**src/rtl/scr_writer_if.sv**
```systemverilog
// rtl/scr_writer_if.sv - character/clear request and screen-RAM write bus for scr_writer
//
// Purpose: bundles the character handshake, clear request, cursor/busy status
// and screen-RAM write port of the screen writer.
// Signals:
//   in_valid, in_char, in_ready  character offer handshake
//   clr, busy                    clear-screen request / clear in progress
//   cur_row, cur_col             cursor position
//   mem_addr, mem_data, mem_wen  registered screen-RAM write port
//   mem_ren                      screen-RAM read strobe (unused, held low)
// Modports: slave = the screen writer, master = the character source / RAM side.

interface scr_writer_if #(
   parameter int WORDSIZE     = 8,
   parameter int COL_ADDRSIZE = 7,
   parameter int ROW_ADDRSIZE = 5,
   parameter int ADDRSIZE     = 12
);
   logic                    in_valid;
   logic [WORDSIZE-1:0]     in_char;
   logic                    in_ready;
   logic                    clr;
   logic                    busy;
   logic [ROW_ADDRSIZE-1:0] cur_row;
   logic [COL_ADDRSIZE-1:0] cur_col;
   logic [ADDRSIZE-1:0]     mem_addr;
   logic [WORDSIZE-1:0]     mem_data;
   logic                    mem_wen;
   logic                    mem_ren;

   modport slave (
      input  in_valid, in_char, clr,
      output in_ready, busy, cur_row, cur_col, mem_addr, mem_data, mem_wen, mem_ren
   );

   modport master (
      output in_valid, in_char, clr,
      input  in_ready, busy, cur_row, cur_col, mem_addr, mem_data, mem_wen, mem_ren
   );
endinterface

```
**src/rtl/scr_writer.sv**
```systemverilog
// rtl/scr_writer.sv - text-screen writer: places characters in screen RAM, handles newline/backspace and clears
//
// Purpose: accepts ASCII characters, writes printable ones at the cursor and
// moves the cursor; newline/CR and column wrap blank the new line; clr (and
// reset) blank the whole screen. The screen wraps to row 0 instead of scrolling.
// Ports:
//   clk  rising-edge clock
//   rst  synchronous active-high reset (starts a full-screen clear)
//   bus  scr_writer_if.slave: character handshake, clr/busy, cursor, RAM write port

module scr_writer #(
   parameter int COLS         = 70,
   parameter int ROWS         = 30,
   parameter int WORDSIZE     = 8,
   parameter int COL_ADDRSIZE = 7,
   parameter int ROW_ADDRSIZE = 5,
   parameter int ADDRSIZE     = 12
) (
   input  logic         clk,
   input  logic         rst,
   scr_writer_if.slave  bus
);

   typedef enum logic [1:0] {
      S_IDLE    = 2'd0,
      S_CLRLINE = 2'd1,
      S_CLRALL  = 2'd2
   } state_t;

   localparam logic [COL_ADDRSIZE-1:0] LAST_COL = COL_ADDRSIZE'(COLS - 1);
   localparam logic [ROW_ADDRSIZE-1:0] LAST_ROW = ROW_ADDRSIZE'(ROWS - 1);
   localparam logic [COL_ADDRSIZE-1:0] COL_ONE  = COL_ADDRSIZE'(1);
   localparam logic [ROW_ADDRSIZE-1:0] ROW_ONE  = ROW_ADDRSIZE'(1);
   localparam logic [WORDSIZE-1:0]     CH_SPACE = WORDSIZE'(8'h20);
   localparam logic [WORDSIZE-1:0]     CH_TILDE = WORDSIZE'(8'h7E);
   localparam logic [WORDSIZE-1:0]     CH_BS    = WORDSIZE'(8'h08);
   localparam logic [WORDSIZE-1:0]     CH_LF    = WORDSIZE'(8'h0A);
   localparam logic [WORDSIZE-1:0]     CH_CR    = WORDSIZE'(8'h0D);

   state_t                  state_q, state_nxt;
   logic [ROW_ADDRSIZE-1:0] cur_row_q, cur_row_nxt;
   logic [COL_ADDRSIZE-1:0] cur_col_q, cur_col_nxt;
   // clr_row is only meaningful in CLRALL; CLRLINE clears the cursor row.
   logic [ROW_ADDRSIZE-1:0] clr_row_q, clr_row_nxt;
   logic [COL_ADDRSIZE-1:0] clr_col_q, clr_col_nxt;
   logic [ADDRSIZE-1:0]     mem_addr_q, mem_addr_nxt;
   logic [WORDSIZE-1:0]     mem_data_q, mem_data_nxt;
   logic                    mem_wen_q, mem_wen_nxt;
   logic [ROW_ADDRSIZE-1:0] row_inc;

   assign bus.in_ready = (state_q == S_IDLE) && !bus.clr;
   assign bus.busy     = (state_q != S_IDLE);
   assign bus.cur_row  = cur_row_q;
   assign bus.cur_col  = cur_col_q;
   assign bus.mem_addr = mem_addr_q;
   assign bus.mem_data = mem_data_q;
   assign bus.mem_wen  = mem_wen_q;
   assign bus.mem_ren  = 1'b0;

   always_ff @(posedge clk) begin
      if (rst) begin
         state_q    <= S_CLRALL;
         cur_row_q  <= '0;
         cur_col_q  <= '0;
         clr_row_q  <= '0;
         clr_col_q  <= '0;
         mem_addr_q <= '0;
         mem_data_q <= '0;
         mem_wen_q  <= 1'b0;
      end else begin
         state_q    <= state_nxt;
         cur_row_q  <= cur_row_nxt;
         cur_col_q  <= cur_col_nxt;
         clr_row_q  <= clr_row_nxt;
         clr_col_q  <= clr_col_nxt;
         mem_addr_q <= mem_addr_nxt;
         mem_data_q <= mem_data_nxt;
         mem_wen_q  <= mem_wen_nxt;
      end
   end

   always_comb begin
      state_nxt    = state_q;
      cur_row_nxt  = cur_row_q;
      cur_col_nxt  = cur_col_q;
      clr_row_nxt  = clr_row_q;
      clr_col_nxt  = clr_col_q;
      mem_addr_nxt = mem_addr_q;
      mem_data_nxt = mem_data_q;
      mem_wen_nxt  = 1'b0;
      // No scrolling: advancing past the last row lands on row 0.
      row_inc      = (cur_row_q == LAST_ROW) ? '0 : cur_row_q + ROW_ONE;

      case (state_q)
         S_IDLE: begin
            if (bus.clr) begin
               state_nxt   = S_CLRALL;
               cur_row_nxt = '0;
               cur_col_nxt = '0;
               clr_row_nxt = '0;
               clr_col_nxt = '0;
            end else if (bus.in_valid) begin
               if (bus.in_char >= CH_SPACE && bus.in_char <= CH_TILDE) begin
                  mem_wen_nxt  = 1'b1;
                  mem_addr_nxt = {cur_row_q, cur_col_q};
                  mem_data_nxt = bus.in_char;
                  if (cur_col_q == LAST_COL) begin
                     cur_row_nxt = row_inc;
                     cur_col_nxt = '0;
                     clr_col_nxt = '0;
                     state_nxt   = S_CLRLINE;
                  end else begin
                     cur_col_nxt = cur_col_q + COL_ONE;
                  end
               end else if (bus.in_char == CH_LF || bus.in_char == CH_CR) begin
                  cur_row_nxt = row_inc;
                  cur_col_nxt = '0;
                  clr_col_nxt = '0;
                  state_nxt   = S_CLRLINE;
               end else if (bus.in_char == CH_BS) begin
                  if (cur_col_q != '0) begin
                     cur_col_nxt  = cur_col_q - COL_ONE;
                     mem_wen_nxt  = 1'b1;
                     mem_addr_nxt = {cur_row_q, cur_col_q - COL_ONE};
                     mem_data_nxt = CH_SPACE;
                  end else if (cur_row_q != '0) begin
                     cur_row_nxt  = cur_row_q - ROW_ONE;
                     cur_col_nxt  = LAST_COL;
                     mem_wen_nxt  = 1'b1;
                     mem_addr_nxt = {cur_row_q - ROW_ONE, LAST_COL};
                     mem_data_nxt = CH_SPACE;
                  end
               end
            end
         end

         S_CLRLINE: begin
            mem_wen_nxt  = 1'b1;
            mem_addr_nxt = {cur_row_q, clr_col_q};
            mem_data_nxt = CH_SPACE;
            if (clr_col_q == LAST_COL) begin
               clr_col_nxt = '0;
               state_nxt   = S_IDLE;
            end else begin
               clr_col_nxt = clr_col_q + COL_ONE;
            end
         end

         S_CLRALL: begin
            mem_wen_nxt  = 1'b1;
            mem_addr_nxt = {clr_row_q, clr_col_q};
            mem_data_nxt = CH_SPACE;
            if (clr_col_q == LAST_COL) begin
               clr_col_nxt = '0;
               if (clr_row_q == LAST_ROW) begin
                  clr_row_nxt = '0;
                  state_nxt   = S_IDLE;
               end else begin
                  clr_row_nxt = clr_row_q + ROW_ONE;
               end
            end else begin
               clr_col_nxt = clr_col_q + COL_ONE;
            end
         end

         default: state_nxt = S_CLRALL;
      endcase
   end

endmodule

```
**src/flat_wrapper.sv**
```systemverilog
// flat-port wrapper written by rule: the top's interface ports become plain ports
module scr_writer_flat 
#(
   parameter int COLS         = 70,
   parameter int ROWS         = 30,
   parameter int WORDSIZE     = 8,
   parameter int COL_ADDRSIZE = 7,
   parameter int ROW_ADDRSIZE = 5,
   parameter int ADDRSIZE     = 12
)
  (clk, rst, bus_in_valid, bus_in_char, bus_clr, bus_in_ready, bus_busy, bus_cur_row, bus_cur_col, bus_mem_addr, bus_mem_data, bus_mem_wen, bus_mem_ren);
  scr_writer_if #(.WORDSIZE(WORDSIZE), .COL_ADDRSIZE(COL_ADDRSIZE), .ROW_ADDRSIZE(ROW_ADDRSIZE), .ADDRSIZE(ADDRSIZE)) bus_i ();
  input  logic clk;
  input  logic rst;
  input wire logic [$bits(bus_i.in_valid)-1:0] bus_in_valid;
  input wire logic [$bits(bus_i.in_char)-1:0] bus_in_char;
  input wire logic [$bits(bus_i.clr)-1:0] bus_clr;
  output wire logic [$bits(bus_i.in_ready)-1:0] bus_in_ready;
  output wire logic [$bits(bus_i.busy)-1:0] bus_busy;
  output wire logic [$bits(bus_i.cur_row)-1:0] bus_cur_row;
  output wire logic [$bits(bus_i.cur_col)-1:0] bus_cur_col;
  output wire logic [$bits(bus_i.mem_addr)-1:0] bus_mem_addr;
  output wire logic [$bits(bus_i.mem_data)-1:0] bus_mem_data;
  output wire logic [$bits(bus_i.mem_wen)-1:0] bus_mem_wen;
  output wire logic [$bits(bus_i.mem_ren)-1:0] bus_mem_ren;
  assign bus_i.in_valid = bus_in_valid;
  assign bus_i.in_char = bus_in_char;
  assign bus_i.clr = bus_clr;
  assign bus_in_ready = bus_i.in_ready;
  assign bus_busy = bus_i.busy;
  assign bus_cur_row = bus_i.cur_row;
  assign bus_cur_col = bus_i.cur_col;
  assign bus_mem_addr = bus_i.mem_addr;
  assign bus_mem_data = bus_i.mem_data;
  assign bus_mem_wen = bus_i.mem_wen;
  assign bus_mem_ren = bus_i.mem_ren;
  scr_writer #(.COLS(COLS), .ROWS(ROWS), .WORDSIZE(WORDSIZE), .COL_ADDRSIZE(COL_ADDRSIZE), .ROW_ADDRSIZE(ROW_ADDRSIZE), .ADDRSIZE(ADDRSIZE)) u_core (.clk(clk), .rst(rst), .bus(bus_i));
endmodule
```
**config.mk**
```make
export PLATFORM = sky130hd
export DESIGN_NAME = scr_writer_flat
export DESIGN_NICKNAME = d
export VERILOG_FILES = /design/src/rtl/scr_writer_if.sv /design/src/rtl/scr_writer.sv /design/src/flat_wrapper.sv
export SDC_FILE = /design/constraint.sdc
export NUM_CORES = 1
export LEC_CHECK = 0
export ABC_AREA = 1
export BUFFER_PORTS_ARGS = -buffer_cell sky130_fd_sc_hd__buf_4
export CAP_MARGIN = 0
export CORE_AREA = 3 3 63 109
export CTS_CLUSTER_DIAMETER = 40
export DETAILED_ROUTE_END_ITERATION = 7
export DIE_AREA = 0 0 66 112
export PLACE_DENSITY = 0.89
export RECOVER_POWER = 100
export SLEW_MARGIN = 20
export SYNTH_ARGS = -nofsm -noshare
export SYNTH_HDL_FRONTEND = slang
export SYNTH_SLANG_ARGS = --single-unit
```
**constraint.sdc**
```tcl
create_clock -name clk -period 2.2 [get_ports clk]
set_input_delay 0.44 -clock clk [delete_from_list [all_inputs] [get_ports clk]]
set_output_delay 0.44 -clock clk [all_outputs]
set_load 0.02 [all_outputs]
```
# == After elaboration in Yosys (flattened, before gate mapping) ==
# Cells that the tools add are included.
# classes
add_sub_neg,6
n_mul,0
n_div,0
n_lt_le_gt_ge,2
n_eq_ne,23
shifts,0
mux,61
n_bitwise,0
reduce_logical,23
# ops
op,n
$mux 7,14
$mux 12,7
$mux 5,12
$mux 8,7
$pmux 12 s3,1
$eq 8x4->1 const B,3
$reduce_and 6->1,4
$mux 2,8
$pmux 8 s2,1
$add 7x1->7 const B,2
$eq 7x7->1 const B,2
$pmux 7 s2,1
$ne 3x3->1 const B,4
$ne 4x4->1 const B,3
$add 5x1->5 const B,2
$eq 5x5->1 const B,2
$pmux 5 s2,1
$reduce_bool 5->1,2
$ge 8x6->1 const B,1
$le 8x7->1 const B,1
$reduce_and 4->1,2
$reduce_bool 2->1,4
$reduce_bool 4->1,2
$mux 1,7
other kinds (17),22
# word_totals
ff_bits,47
latchBits,0
ram_bits,0
mem_bits_ro,0
wordCells,123
memories,0

# == Depth between registers and ports, before layout ==
# logic_depth
depth_word,9
depth_mapped,12

# == Least setup slack after synthesis ==
# Ideal clock, no wire load.
# synth_timing
path_type,reg2reg
startpoint,register u_core.cur_col_q[0] (netlist: u_core.bus.cur_col[0])
endpoint,register u_core.mem_addr_q[8] (netlist: u_core.bus.mem_addr[8])
setup_time_ps,114
t_arrival_ps,1690
required_time_ps,2086
setup_slack_ps,396
path_stages_with_launch,12
n_path_buf,1
period_less_slack_ps,1804
cell_sequence,dfxtp_1 > inv_1 > ha_1 > nand3_2 > nor2_4 > nand2_2 > nand2_2 > nand2_2 > nand3b_4 > buf_12 > a21oi_1 > nor2_1
# synth_between
elab_chain_len,8
# synth_rtl
item,line_no,rtl
from (decl),scr_writer.sv:42,"logic [COL_ADDRSIZE-1:0] cur_col_q, cur_col_nxt;"
from (signal assigned),scr_writer.sv:73,cur_col_q <= cur_col_nxt;
$reduce_bool 7->1 *,scr_writer.sv:121,if (cur_col_q != '0) begin
$mux 12,scr_writer.sv:121,
$mux 12,scr_writer.sv:120,end else if (bus.in_char == CH_BS) begin
$mux 12,scr_writer.sv:115,end else if (bus.in_char == CH_LF || bus.in_char == CH_CR) begin
$mux 12,scr_writer.sv:103,if (bus.in_char >= CH_SPACE && bus.in_char <= CH_TILDE) begin
$mux 12,scr_writer.sv:102,end else if (bus.in_valid) begin
$mux 12,scr_writer.sv:96,if (bus.clr) begin
$pmux 12 s3,scr_writer.sv:94,case (state_q)
to (signal assigned),scr_writer.sv:76,mem_addr_q <= mem_addr_nxt;
to (decl),scr_writer.sv:46,"logic [ADDRSIZE-1:0] mem_addr_q, mem_addr_nxt;"
# Mark *: on every way between the ends. The rest lies on a longest branch, timed or not. The select of a mux whose other input is x is not followed.
# A chain may end at the register's enable or synchronous reset.

# == Final worst setup path ==
# layout_timing
startpoint,register u_core.state_q[0]
endpoint,output port bus_in_ready
# layout_between
elab_chain_len,2
# layout_rtl
item,line_no,rtl
from (decl),scr_writer.sv:40,"state_t state_q, state_nxt;"
from (signal assigned),scr_writer.sv:71,state_q <= state_nxt;
$logic_not 2->1,scr_writer.sv:51,assign bus.in_ready = (state_q == S_IDLE) && !bus.clr;
$logic_and 1x1->1,scr_writer.sv:51,
to (decl),flat_wrapper.sv:18,output wire logic [$bits(bus_i.in_ready)-1:0] bus_in_ready;
# No other way between the ends.

==> summary.txt <==
Yosys reg bits: 47
overall die height: 112 um
hold buffer count at cts: 0
Crit path max-delay family: buffers and inverters
# rows: 38
diode count: 0
die area: 7390 sq um
fin. max-slew vios: 0
CTS Root Cell: clkbuf_8
post-DP HPWL: 7130 um
DR vias: 3691
initial DRC count: 237
Post-Syn Area: 3500 sq um
Filler cells: 603
HP Class: input port to flip-flop
RSZ-0062 raised after global routing: false
drc violations: 0
hold slack: 0.399 ns
most frequent cells in the layout: nand2_1 (141), nor2_1 (101), inv_1 (62)
gr usage total: 25.9%
fin crit share: 96.0%
average cell area after synthesis: 6.29 sq um
crit path launch type: flip-flop
largest net degree at the start of global routing: 19
Worst EP arrival: 1.67 ns
layout net count: 627
status: completed
CTS buffer count: 5
Peak VDD IR: 254 uV
total power divided by cell area: 416 nW/um^2
PostCTS Resize Cnt: 0
routed wire length: 9240 um
Core ar.: 6130 sq um
Area Overhead vs Synth: 8.54%
Final min period: 2.11 ns
Critical Path, Cell by Cell: inv_1, ha_1, inv_2, nor2_2, clkbuf_2
htree depth: 2
post-synthesis cell type count: 37
setup TNS: 0 ns
initial antenna violation count: 0
share of cells above drive strength 1: 10.5%
Routed Antenna Nets: 0
Clk pin slew, worst setup/hold paths: 0.08 ns
CTS sink count: 47
Setup CP Type: flip-flop to primary output
first-pass detailed-route iteration total: 5
CTS tree: built
max_cap viols: 0
later-pin clock latency in the skew report: 0.32 ns
Placement Setup Slack: 0.182 ns
Max Fclk: 474 MHz
Placement Cell Area: 3870 sq um
Post-CTS Setup Bufs: 0
first-pass GRT wire length: 15400 um
GR Overflow Total: 0
synth warn: 0
Cells after Synth: 557
Mapped Nets: 585
Via density: 5.44
number of global-route vias before repair: 3664
Final WS setup: 0.0887 ns
gp weighted congestion: 0.955
skew final: 0.00638 ns
Worst EP required: 1.76 ns
commonest non-fill, non-tap cell in the layout: nand2_1
Crit path buffers/inverters: 3
fraction of registers with async set/reset: 0%
final non-filler cell area: 3800 sq um
Pleak: 0.00176 uW
critical path's largest stage delay: 0.34 ns
ys flop type: dfxtp_1
critical path peak fanout: 9
Initial Util: 57.1%
Slowest cell on crit path: dfxtp_1
final-report setup violation count: 0
FF+latch area: 941 sq um
Post-synth EDFFs: 0
Worst setup EP type: primary output
IO Pins: 48
area of the multi-input gates: 2170 sq um
PortBufs: 46
DR WL/cell: 13.6 um
final hold violation count: 0
Die W: 66 um
Seq/Total Area, Yosys: 26.9%
clock tree buffer depth: 2
stage by stage:
stage | total power (uW) | instances | util, %
floorplan | 1000 | 557 | -
global placement | 1050 | 672 | 63.1
detailed placement | 1060 | 672 | 63.1
CTS | 1600 | 679 | 64.6
global route | 1640 | 679 | 62.0
finish | 1580 | 679 | 62.0
sequential cells by signal, summed over array words and instances (netlist names):
signal,count
u_core.bus.mem_data,8
u_core.clr_col_q,7
u_core.clr_row_q,5
u_core.bus.cur_row,5
u_core.bus.cur_col,7
u_core.bus.mem_wen,1
u_core.bus.mem_addr,12
u_core.state_q,2
layer usage:
| metal | GRT usage, % | wire length (um) | vias up |
|---|---|---|---|
| met1 | 27.8 | 3570 | 1675 |
| met5 | 0 | 0 | - |
| met4 | 15.3 | 320 | 0 |
| met2 | 46.3 | 4910 | 137 |
| li1 | - | - | 1846 |
| met3 | 3.73 | 437 | 33 |
cell families (layout without fill, tap and decap cells):
group                    count (synthesis)  in the layout  share of synthesized area (%)
buffers and inverters                   81            123                           10.1
adder cells (fa/ha/maj)                 16             16                           5.72
AND/OR/NAND/NOR                        325            325                           41.5
AO/OA/AOI/OAI                           76             76                           12.9
XOR/XNOR                                11             11                           2.75
other                                    1              1                          0.107
flip-flops                              47             47                           26.9
cell type report:
class | count | area share [%]
well taps | 80 | 2.63
repair buffers | 51 | 6.75
multi-input cells | 429 | 57.1
inverters | 65 | 6.42
flip-flops and latches | 47 | 24.8
clock inverters | 1 | 0.132
clock buffers | 6 | 2.17
cell usage after synthesis (4+ instances only):
library cell | n | share of area (%)
nor2_4 | 6 | 1.9
nand3_1 | 38 | 5.4
ha_1 | 16 | 5.7
inv_1 | 61 | 6.5
o211ai_1 | 7 | 1.5
xor2_1 | 9 | 2.3
dfxtp_1 | 47 | 27
o21ai_1 | 8 | 1.1
o22ai_1 | 4 | 0.71
a21oi_1 | 21 | 3.0
nand2_2 | 15 | 2.7
nor2_2 | 7 | 1.3
a21oi_2 | 8 | 2.0
nand2_1 | 139 | 15
buf_2 | 4 | 0.57
nor2_1 | 99 | 11
nand4_1 | 8 | 1.4
clkbuf_1 | 6 | 0.64
nor3_1 | 4 | 0.57
o21ai_0 | 21 | 3.0
inv_2 | 4 | 0.43
worst paths after layout:
check / start / endpoint / slack, ns / depth (start not counted)
max reg2reg: u_core.bus.cur_col[1] / u_core.clr_col_q[4] / 0.20 / 10
min reg2reg: u_core.bus.mem_data[7] / u_core.bus.mem_data[7] / 0.45 / 2
min: bus_in_char[5] / u_core.bus.mem_data[5] / 0.40 / 3
max: u_core.state_q[0] / bus_in_ready / 0.09 / 5
where the power goes:
| part | internal, uW | leakage, uW | switching, uW |
|---|---|---|---|
| registers | 860 | 0.000380 | 10.7 |
| clock network | 247 | 0.0000470 | 298 |
| logic | 56.0 | 0.00133 | 109 |
| total | 1160 | 0.00176 | 417 |
worst register-to-register path, delay by kind of cell (launching register included):
family                     cells  cell delay (ns)
AOI/OAI and AO/OA              1             0.13
adders and majority gates      1             0.20
buffers and inverters          2             0.20
DFF                            1             0.46
and+or+nand+nor                6             0.90
Note: power is estimated with default switching activity, not from simulation.
